<file path="config.mk">
export PLATFORM = sky130hd
export DESIGN_NAME = dsp_div
export DESIGN_NICKNAME = d
export VERILOG_FILES = /design/src/rtl/sail_div_pkg.sv /design/src/rtl/dsp_sub.sv /design/src/rtl/dsp_div.sv
export SDC_FILE = /design/constraint.sdc
export NUM_CORES = 1
export LEC_CHECK = 0
export ABC_AREA = 0
export CORE_UTILIZATION = 33
export DETAILED_ROUTE_END_ITERATION = 12
export DONT_BUFFER_PORTS = 1
export HOLD_SLACK_MARGIN = 0.05
export MAX_ROUTING_LAYER = met4
export SYNTH_ARGS = -nofsm -noshare
export SYNTH_HDL_FRONTEND = slang
export SYNTH_SLANG_ARGS = --single-unit
</file>
<file path="constraint.sdc">
create_clock -name clk -period 4.6 [get_ports clk]
set_input_delay 0.92 -clock clk [delete_from_list [all_inputs] [get_ports clk]]
set_output_delay 0.92 -clock clk [all_outputs]
set_load 0.005 [all_outputs]
</file>
<file path="src/rtl/sail_div_pkg.sv">
// sail_div_pkg: shared types and constants for the sail-core integer divider.
//   div_state_e : divider control states
//   DIV_ITER    : restoring iterations per operation (one quotient bit each)
//   DIV0_QUOT   : quotient returned for division by zero
//   OVF_QUOT    : quotient returned for signed overflow (INT_MIN / -1)
//   OVF_DSR     : the -1 divisor that triggers signed overflow
//   cond_neg    : two's-complement negate when en=1, pass-through otherwise
package sail_div_pkg;

  typedef enum logic [1:0] {
    IDLE  = 2'd0,
    CALC  = 2'd1,
    FIXUP = 2'd2,
    DONE  = 2'd3
  } div_state_e;

  localparam int          DIV_ITER  = 32;
  localparam logic [31:0] DIV0_QUOT = 32'hFFFF_FFFF;
  localparam logic [31:0] OVF_QUOT  = 32'h8000_0000;
  localparam logic [31:0] OVF_DSR   = 32'hFFFF_FFFF;

  // Negating 32'h8000_0000 wraps back to itself; the unsigned core relies on that.
  function automatic logic [31:0] cond_neg(input logic [31:0] x, input logic en);
    logic [31:0] res;
    if (en) begin
      res = ~x + 32'd1;
    end else begin
      res = x;
    end
    return res;
  endfunction

endpackage

</file>
<file path="src/rtl/dsp_sub.sv">
// dsp_sub: purely combinational 32-bit unsigned subtractor, diff = a - b.
// On iCE40 targets (SAIL_ICE40 defined) it is one SB_MAC16 with every register
// bypassed, CE=0, both adder halves in subtract mode and the bottom-half carry
// cascaded into the top half. Otherwise an equivalent behavioural form is used.
//   a      in  32  minuend
//   b      in  32  subtrahend
//   diff   out 32  a - b, wrapped to 32 bits
//   borrow out 1   1 when b > a (inverse of the top-half carry out)
module dsp_sub (
  input  logic [31:0] a,
  input  logic [31:0] b,
  output logic [31:0] diff,
  output logic        borrow
);

`ifdef SAIL_ICE40
  logic co_s;
  logic accumco_s;
  logic signextout_s;

  // Adder upper operands come from C:D (minuend), lower from A:B (subtrahend).
  SB_MAC16 #(
    .NEG_TRIGGER              (1'b0),
    .C_REG                    (1'b0),
    .A_REG                    (1'b0),
    .B_REG                    (1'b0),
    .D_REG                    (1'b0),
    .TOP_8x8_MULT_REG         (1'b0),
    .BOT_8x8_MULT_REG         (1'b0),
    .PIPELINE_16x16_MULT_REG1 (1'b0),
    .PIPELINE_16x16_MULT_REG2 (1'b0),
    .TOPOUTPUT_SELECT         (2'b00),
    .TOPADDSUB_LOWERINPUT     (2'b00),
    .TOPADDSUB_UPPERINPUT     (1'b1),
    .TOPADDSUB_CARRYSELECT    (2'b10),
    .BOTOUTPUT_SELECT         (2'b00),
    .BOTADDSUB_LOWERINPUT     (2'b00),
    .BOTADDSUB_UPPERINPUT     (1'b1),
    .BOTADDSUB_CARRYSELECT    (2'b00),
    .MODE_8x8                 (1'b0),
    .A_SIGNED                 (1'b0),
    .B_SIGNED                 (1'b0)
  ) u_mac (
    .CLK        (1'b0),
    .CE         (1'b0),
    .C          (a[31:16]),
    .A          (b[31:16]),
    .B          (b[15:0]),
    .D          (a[15:0]),
    .AHOLD      (1'b0),
    .BHOLD      (1'b0),
    .CHOLD      (1'b0),
    .DHOLD      (1'b0),
    .IRSTTOP    (1'b0),
    .IRSTBOT    (1'b0),
    .ORSTTOP    (1'b0),
    .ORSTBOT    (1'b0),
    .OLOADTOP   (1'b0),
    .OLOADBOT   (1'b0),
    .ADDSUBTOP  (1'b1),
    .ADDSUBBOT  (1'b1),
    .OHOLDTOP   (1'b0),
    .OHOLDBOT   (1'b0),
    .CI         (1'b0),
    .ACCUMCI    (1'b0),
    .SIGNEXTIN  (1'b0),
    .O          (diff),
    .CO         (co_s),
    .ACCUMCO    (accumco_s),
    .SIGNEXTOUT (signextout_s)
  );

  assign borrow = ~co_s;
`else
  logic [32:0] sum_s;

  // a + ~b + 1: the carry out is the MAC's CO, so no borrow when it is 1.
  assign sum_s  = {1'b0, a} + {1'b0, ~b} + 33'd1;
  assign diff   = sum_s[31:0];
  assign borrow = ~sum_s[32];
`endif

endmodule

</file>
<file path="src/rtl/dsp_div.sv">
// dsp_div: multi-cycle 32-bit restoring divider (RV32M DIV/DIVU/REM/REMU).
// Signed operations run on magnitudes and are sign-corrected in FIXUP.
// Division by zero and INT_MIN / -1 complete straight from the accept cycle.
//   clk       in  1   system clock
//   reset_n   in  1   synchronous active-low reset
//   start     in  1   request, accepted only in IDLE
//   is_signed in  1   1 = DIV/REM, 0 = DIVU/REMU
//   dividend  in  32  numerator
//   divisor   in  32  denominator
//   busy      out 1   high through CALC and FIXUP
//   done      out 1   one-cycle pulse, results valid from this cycle
//   quotient  out 32  result quotient (held until the next result)
//   remainder out 32  result remainder (held until the next result)
module dsp_div
  import sail_div_pkg::*;
#(
  parameter int WIDTH = 32,
  parameter int CNT_W = 6
) (
  input  logic             clk,
  input  logic             reset_n,
  input  logic             start,
  input  logic             is_signed,
  input  logic [WIDTH-1:0] dividend,
  input  logic [WIDTH-1:0] divisor,
  output logic             busy,
  output logic             done,
  output logic [WIDTH-1:0] quotient,
  output logic [WIDTH-1:0] remainder
);

  localparam logic [CNT_W-1:0] CNT_LAST = CNT_W'(DIV_ITER - 1);
  localparam logic [CNT_W-1:0] CNT_ONE  = CNT_W'(1);

  div_state_e  state_r;
  div_state_e  next_state_s;

  logic        sgn_r;
  logic        dvd_neg_r;
  logic        dsr_neg_r;
  logic [31:0] dvd_r;
  logic [31:0] dsr_r;
  // Partial remainder. Its bit 32 is always zero after a step (a set bit 32
  // forces the subtraction), so only the low 32 bits are stored; the transient
  // 33rd bit lives in shifted_s.
  logic [31:0] prem_r;
  logic [CNT_W-1:0] cnt_r;
  logic [31:0] quot_r;
  logic [31:0] rem_r;
  logic        busy_r;
  logic        done_r;

  logic [32:0] shifted_s;
  logic [31:0] trial_s;
  logic        borrow_s;
  logic        take_s;
  logic        div0_s;
  logic        ovf_s;
  logic        dvd_neg_s;
  logic        dsr_neg_s;

  assign dvd_neg_s = is_signed & dividend[31];
  assign dsr_neg_s = is_signed & divisor[31];
  assign div0_s    = (divisor == 32'h0000_0000);
  assign ovf_s     = is_signed & (dividend == OVF_QUOT) & (divisor == OVF_DSR);

  assign shifted_s = {prem_r, dvd_r[31]};

  dsp_sub u_sub (
    .a      (shifted_s[31:0]),
    .b      (dsr_r),
    .diff   (trial_s),
    .borrow (borrow_s)
  );

  // A set bit 32 means shifted exceeds any 32-bit divisor, whatever the borrow says.
  assign take_s = shifted_s[32] | ~borrow_s;

  // Next-state decode for the divider control FSM.
  always_comb begin
    next_state_s = state_r;
    case (state_r)
      IDLE: begin
        if (start) begin
          if (div0_s || ovf_s) begin
            next_state_s = DONE;
          end else begin
            next_state_s = CALC;
          end
        end else begin
          next_state_s = IDLE;
        end
      end
      CALC: begin
        if (cnt_r == CNT_LAST) begin
          next_state_s = FIXUP;
        end else begin
          next_state_s = CALC;
        end
      end
      FIXUP:   next_state_s = DONE;
      DONE:    next_state_s = IDLE;
      default: next_state_s = IDLE;
    endcase
  end

  // State register plus busy/done flags registered from the next state.
  always_ff @(posedge clk) begin
    if (!reset_n) begin
      state_r <= IDLE;
      busy_r  <= 1'b0;
      done_r  <= 1'b0;
    end else begin
      state_r <= next_state_s;
      busy_r  <= (next_state_s == CALC) || (next_state_s == FIXUP);
      done_r  <= (next_state_s == DONE);
    end
  end

  // Datapath: operand capture, restoring iterations and sign fixup.
  always_ff @(posedge clk) begin
    if (!reset_n) begin
      sgn_r     <= 1'b0;
      dvd_neg_r <= 1'b0;
      dsr_neg_r <= 1'b0;
      dvd_r     <= 32'h0000_0000;
      dsr_r     <= 32'h0000_0000;
      prem_r    <= 32'h0000_0000;
      cnt_r     <= {CNT_W{1'b0}};
      quot_r    <= 32'h0000_0000;
      rem_r     <= 32'h0000_0000;
    end else begin
      case (state_r)
        IDLE: begin
          if (start) begin
            sgn_r     <= is_signed;
            dvd_neg_r <= dvd_neg_s;
            dsr_neg_r <= dsr_neg_s;
            dvd_r     <= cond_neg(dividend, dvd_neg_s);
            dsr_r     <= cond_neg(divisor, dsr_neg_s);
            prem_r    <= 32'h0000_0000;
            cnt_r     <= {CNT_W{1'b0}};
            if (div0_s) begin
              quot_r <= DIV0_QUOT;
              rem_r  <= dividend;
            end else if (ovf_s) begin
              quot_r <= OVF_QUOT;
              rem_r  <= 32'h0000_0000;
            end else begin
              quot_r <= quot_r;
              rem_r  <= rem_r;
            end
          end else begin
            cnt_r <= cnt_r;
          end
        end
        CALC: begin
          // Quotient bits fill dvd_r from the bottom as dividend bits leave the top.
          if (take_s) begin
            prem_r <= trial_s;
          end else begin
            prem_r <= shifted_s[31:0];
          end
          dvd_r <= {dvd_r[30:0], take_s};
          cnt_r <= cnt_r + CNT_ONE;
        end
        FIXUP: begin
          quot_r <= cond_neg(dvd_r, sgn_r & (dvd_neg_r ^ dsr_neg_r));
          rem_r  <= cond_neg(prem_r, sgn_r & dvd_neg_r);
        end
        DONE: begin
          cnt_r <= cnt_r;
        end
        default: begin
          cnt_r <= {CNT_W{1'b0}};
        end
      endcase
    end
  end

  assign busy      = busy_r;
  assign done      = done_r;
  assign quotient  = quot_r;
  assign remainder = rem_r;

endmodule

</file>
== Word-level counts from Yosys, hierarchy flattened ==
Cells that the tools add are included.

* Bits in registers: 173
* Bits of input ports: 68
* Output and inout bits: 66
* Word-level logic and storage cells: 75

* Add/subtract/negate cells: 7
* Equal/unequal tests: 11
* Multiplexer cells: 23
* Bitwise operators: 13
* Reduce and logical (&&, ||, !) cells: 9

{| class="wikitable"
|+ Operators with widths
! operator !! number
|-
| $mux W32 || 13
|-
| $pmux W32 S2 || 4
|-
| $not A32 Y32 || 5
|-
| $add A32 B1 Y32 const B || 4
|-
| $eq A32 B32 Y1 const B || 2
|-
| $add A32 B32 Y33 || 1
|-
| $add A33 B1 Y33 const B || 1
|-
| $logic_not A32 Y1 || 1
|-
| $pmux W6 S2 || 1
|-
| $eq A2 B2 Y1 const B || 4
|-
| $pmux W2 S4 || 1
|-
| $add A6 B1 Y6 const B || 1
|-
| $and A1 B1 Y1 || 6
|-
| $eq A6 B5 Y1 const B || 1
|-
| $mux W2 || 3
|-
| $mux W6 || 1
|-
| $eq A2 B1 Y1 const B || 2
|-
| $reduce_and A2 Y1 || 2
|-
| $reduce_bool A2 Y1 || 2
|-
| $ne A3 B3 Y1 const B || 1
|-
| $reduce_and A3 Y1 || 1
|-
| $logic_not A2 Y1 || 1
|-
| $logic_or A1 B1 Y1 || 2
|-
| $ne A2 B2 Y1 const B || 1
|-
| 2 further kinds || 2
|}

== Longest topological paths before layout ==
* Word-level depth: 9
* Depth in mapped cells: 13
* Mapped depth without buffers: 12

== Hierarchy ==
Synthesis repeated with hierarchy kept, for this count alone.

* Cells, all modules: 1598
* Area, all modules: 11898.9 um2

{| class="wikitable"
|+ Modules (own cells, without submodules)
! module !! instances !! cells an instance !! area an instance (um2) !! seq. area each (um2)
|-
| dsp_div || 1 || 1292 || 9922.0 || 3463.3
|-
| dsp_sub || 1 || 306 || 1976.9 || 0.0
|}

== Worst setup path after synthesis ==
OpenSTA, ideal clock, no wires.

* Kind: input-to-reg
* Start point: in dividend[11]
* End point: reg busy_r (netlist: busy)
* Setup time: 0.115 ns
* Arrival: 3.396 ns
* Data required time: 4.485 ns
* Path slack: 1.089 ns
* Cell stages on the path: 10
* Buffers on the path: 1
* Path through: or4_4 > or4_4 > nor3_4 > nand3_2 > nor4_4 > o32ai_2 > buf_2 > o31ai_1 > ha_1 > and2_1

* Cells in the longest elaborated chain, start to end: 9
* Elaborated cells on any way between the ends: 10
* Those cells by class: eq/ne: 3; mux: 3; bitwise: 2; reduce/logical: 2

{| class="wikitable"
|+ RTL lines
! element !! RTL line !! source
|-
| start: declaration || dsp_div.sv:24 || <nowiki>input logic [WIDTH-1:0] dividend,</nowiki>
|-
| $eq A32 B32 Y1 * || dsp_div.sv:65 || <nowiki>assign ovf_s = is_signed & (dividend == OVF_QUOT) & (divisor == OVF_DSR);</nowiki>
|-
| $and A1 B1 Y1 * (2 in series) || dsp_div.sv:65 ||
|-
| $logic_or A1 B1 Y1 * || dsp_div.sv:85 || <nowiki>if (div0_s || ovf_s) begin</nowiki>
|-
| $mux W2 * || dsp_div.sv:85 ||
|-
| $mux W2 * || dsp_div.sv:84 || <nowiki>if (start) begin</nowiki>
|-
| $pmux W2 S4 * || dsp_div.sv:82 || <nowiki>case (state_r)</nowiki>
|-
| net next_state_s[1] || dsp_div.sv:36 || <nowiki>div_state_e next_state_s;</nowiki>
|-
| $eq A2 B1 Y1 / $eq A2 B2 Y1 (equally long branches) || dsp_div.sv:115 || <nowiki>busy_r <= (next_state_s == CALC) || (next_state_s == FIXUP);</nowiki>
|-
| $logic_or A1 B1 Y1 * || dsp_div.sv:115 ||
|-
| end signal: assignment || dsp_div.sv:115 ||
|-
| end: declaration || dsp_div.sv:50 || <nowiki>logic busy_r;</nowiki>
|}

The timed path passes the listed nets; every way through them passes the cells marked *.
A chain may end at the register's enable or synchronous reset.

== Final worst setup path ==
* Start point: reg dvd_r[31]
* End point: reg prem_r[17]

* Cells in the longest elaborated chain, start to end: 5

{| class="wikitable"
|+ RTL lines
! element !! RTL line !! source
|-
| start: declaration || dsp_div.sv:41 || <nowiki>logic [31:0] dvd_r;</nowiki>
|-
| start signal: assignment || dsp_div.sv:139 || <nowiki>dvd_r <= cond_neg(dividend, dvd_neg_s);</nowiki>
|-
| start signal: assignment || dsp_div.sv:164 || <nowiki>dvd_r <= {dvd_r[30:0], take_s};</nowiki>
|-
| $add A32 B32 Y33 * || dsp_sub.sv:78 || <nowiki>assign sum_s = {1'b0, a} + {1'b0, ~b} + 33'd1;</nowiki>
|-
| $add A33 B1 Y33 * || dsp_sub.sv:78 ||
|-
| $or A1 B1 Y1 || dsp_div.sv:77 || <nowiki>assign take_s = shifted_s[32] | ~borrow_s;</nowiki>
|-
| $mux W32 * || dsp_div.sv:159 || <nowiki>if (take_s) begin</nowiki>
|-
| $pmux W32 S2 * || dsp_div.sv:133 || <nowiki>case (state_r)</nowiki>
|-
| end signal: assignment || dsp_div.sv:160 || <nowiki>prem_r <= trial_s;</nowiki>
|-
| end signal: assignment || dsp_div.sv:162 || <nowiki>prem_r <= shifted_s[31:0];</nowiki>
|-
| end: declaration || dsp_div.sv:46 || <nowiki>logic [31:0] prem_r;</nowiki>
|}

Mark *: on every way between the ends. The rest lies on a longest branch, timed or not.

==> summary.md <==
| Metric | Value |
|---|---|
| Worst setup EP type | flop |
| Post-synth EDFFs | 0 |
| CTS tree | yes |
| Drt first pass iters | 5 |
| Int Pwr | 2710 uW |
| Area occupied by multi-input gates | 7360 um2 |
| DR DRC count | 0 |
| Final wirelength | 34.9 mm |
| Adder-cell share of the synthesized area | 4.49% |
| Starting Density | roughly 34% |
| First-pass GRT wire length | ~55 mm |
| Setup TNS Final | 0 ns |
| Setup CP Type | flop to flop |
| Max Clk Rate | 0.273 GHz |
| Mux cell area share after synthesis | 0.442% |
| RSZ-0062 raised after global routing | no |
| Post-synthesis xor/xnor area fraction | between 10% and 20% |
| Place WS | 0.864 ns |
| Fin util | 36.8% |
| WHS Path Cells | 2 |
| H-Tree Depth | 4 |
| Clock share of power | between 40% and 50% |
| Clock skew | 0.0129 ns |
| Syn nets | about 1,600 |
| Fin cells | 1,855 |
| Die Area | 35,000 um2 |
| Post-synthesis register bit count | 173 |
| Sequential group share of total power | 42.6% |
| Reg2Reg Depth | 14 |
| I/O pin cnt | ~130 |
| # clock sinks | 173 |
| Synth unique cells | 65 |
| Switching Share | 28.0% |
| Worst slew pin tran | 1.21 ns |
| Final ANT Viol Nets | 0 |
| Maximum buffer depth of the clock tree | 2 |
| Status | completed |
| Via count | 10,300 |
| Final Net Count | 1,503 |
| Overflow left after global routing | 0 |
| Synth Area in Simple Gates | 20.3% |
| Die span in y | 187 um |
| Slew Viols, Final | 0 |
| DRT iter0 DRCs | 820 |
| Sequential Area | approximately 3500 um2 |
| Syn Std Cell Area | 11,300 um2 |
| Hold buffers post-CTS | 0 |
| CTS Buf Count | 17 |
| Diode count | 0 |
| Critical path arrival | 3.96 ns |
| Worst hold path type | flop to flop |
| Largest net degree at the start of global routing | 116 |
| RD Place Congestion | between 0.8 and 0.9 |
| Comb pwr share | 14.3% |
| Compound-Gate Fraction of Synth Area | 28.4% |
| Vias per cell | 5.56 |
| Largest family of logic cells by synthesized area | compound AO/OA/AOI/OAI gates |
| Rows | 67 |
| Period utilization | 79.5% |
| Resized cells post-CTS | 0 |
| Area grow syn2layout | 9.23% |
| Fin crit period | 3.66 ns |
| Post-Place Cells | 1,824 |
| Cells after synthesis | 1,444 |
| Worst Path Max Fanout | 43 |
| Final Setup Violations | 0 |
| Worst-path clk slew | 0.07 ns |
| PortBufs | 0 |
| Layout fillers | about 3,500 |
| WP data required | 4.90 ns |
| Total track usage | between 20 and 25% |
| Slew HR | 19.2% |
| YS warnings | 0 |
| Initial antenna violation count | 0 |
| Detailed Place HPWL | 26.4 mm |
| NetSw | 1060 uW |
| Core box area | 33,600 um2 |
| Worst-Skew Late Latency | between 0.4 and 0.5 ns |
| Ys flop type | dfxtp_1 |
| Total power | approximately 3800 uW |
| Startpoint Class | flop |
| Final Hold Vio Count | 0 |
| Leakage power | slightly below 0.005 uW |
| Register area share after synthesis | 30.6% |
| PwrDens | 305 nW/um2 |
| Synthesized area per cell | 7.83 um2 |
| Peak supply drop | 0.220 mV |
| Layout cells sized above 1 | 5.26% |
| Postcts setup bufs | 0 |
| Chip width | approximately 190 um |
| Setup ws final | 0.942 ns |
| Wire per inst | 18.8 um |
| Async SR Flop Fraction | 0% |
| Vias in the first global route | roughly 9,600 |
| Max Cap Viol | 0 |
| Root Driver | clkbuf_16 |
placed cells by master (no fill, tap or decap), drive strengths merged, types with 12 or more instances in the layout:
cell / n
nor4: 15
o31ai: 23
dfxtp: 173
and2: 38
a21oi: 130
o21ai: 128
or4: 13
nand2b: 19
nor2b: 12
nand4: 12
nor3: 33
nor3b: 12
inv: 57
o211a: 40
nand3: 22
a211oi: 26
nand2: 135
clkbuf: 17
nor2: 116
xor2: 80
buf: 16
a21boi: 12
xnor2: 62
a22oi: 46
a21o: 12
ha: 39
path summary, 6_finish.rpt:
| path | startpoint | endpoint | slack [ns] |
|---|---|---|---|
| min reg2reg | dsr_r[31]$_SDFFE_PN0P_ | dsr_r[31]$_SDFFE_PN0P_ | 0.47 |
| max | dvd_r[31]$_SDFFE_PN0P_ | prem_r[17]$_SDFFE_PN0P_ | 0.94 |
| min | dsr_r[31]$_SDFFE_PN0P_ | dsr_r[31]$_SDFFE_PN0P_ | 0.47 |
| max reg2reg | dvd_r[31]$_SDFFE_PN0P_ | prem_r[17]$_SDFFE_PN0P_ | 0.94 |
area by class of cell:
cell class	count	share of cell area, %
multi-input cells	1138	59.5
flip-flops and latches	173	28.0
well taps	448	4.54
clock buffers	17	3.44
clock inverters	14	1.81
inverters	49	1.49
repair buffers	16	1.17
synth_stat cells, drive strengths merged, types with 23 or more instances:
| master | n | share of area (%) |
|---|---|---|
| xor2 | 80 | 6.2 |
| dfxtp | 173 | 31 |
| inv | 49 | 1.6 |
| o211a | 40 | 3.5 |
| a211oi | 26 | 1.8 |
| o21ai | 128 | 5.7 |
| xnor2 | 62 | 4.8 |
| and2 | 38 | 2.1 |
| nand2 | 135 | 4.5 |
| clkbuf | 65 | 2.2 |
| ha | 39 | 4.3 |
| nor3 | 33 | 1.6 |
| a22oi | 46 | 3.1 |
| a21oi | 130 | 5.8 |
| o31ai | 23 | 1.5 |
| nor2 | 116 | 3.8 |
worst max-delay path, cell delays in order (launching register included):
cell and delay, ns:
dfxtp_1 0.40, inv_1 0.06, ha_1 0.22, fa_1 0.42
nand2b_1 0.19, a21oi_1 0.28, o41a_1 0.31, a311oi_1 0.13
buf_4 0.16, a31oi_1 0.43, o21ai_4 0.23, buf_12 0.23
buf_4 0.17, a32oi_1 0.17, o21ai_0 0.11
kinds of logic (layout without fill, tap and decap cells):
logic type                 after synthesis  after routing
buffers and inverters                  133             96
muxes                                    5              5
xor gates and xnor gates               142            142
adders and majority gates               40             40
and+or+nand+nor                        459            459
AOI/OAI and AO/OA                      492            492
DFF                                    173            173
per-stage QoR:
stage	hold WS [ns]	area, um2
floorplan	0.441	11300
finish	0.470	12400
global route	0.502	12400
global placement	0.456	11700
detailed placement	0.470	11700
CTS	0.479	12400
state kept, by name, summed over array words and instances (netlist names):
| signal | count |
|---|---|
| dsr_neg_r | 1 |
| remainder | 32 |
| done | 1 |
| dvd_r | 32 |
| prem_r | 32 |
| sgn_r | 1 |
| busy | 1 |
| dvd_neg_r | 1 |
| quotient | 32 |
| cnt_r | 6 |
| state_r | 2 |
| dsr_r | 32 |
routing by layer:
metal	up-vias	wire length (um)	GRT usage, %	share of wire (%)
li1	5126	-	-	-
met1	4860	15900	26.5	46
met2	290	16200	32.3	46
met3	40	1960	3.38	5.6
met4	0	854	6.02	2.4
met5	-	0	-	0
power groups by stage:
stage          Sequential [uW]  Clock (uW)  Combinational [uW]
2_1_floorplan             1620           0                 442
3_3_place_gp              1640           0                 533
3_5_place_dp              1640           0                 537
4_1_cts                   1610        1640                 540
5_1_grt                   1620        1700                 609
6_report                  1610        1620                 539
Note: power is estimated with default switching activity, not from simulation.
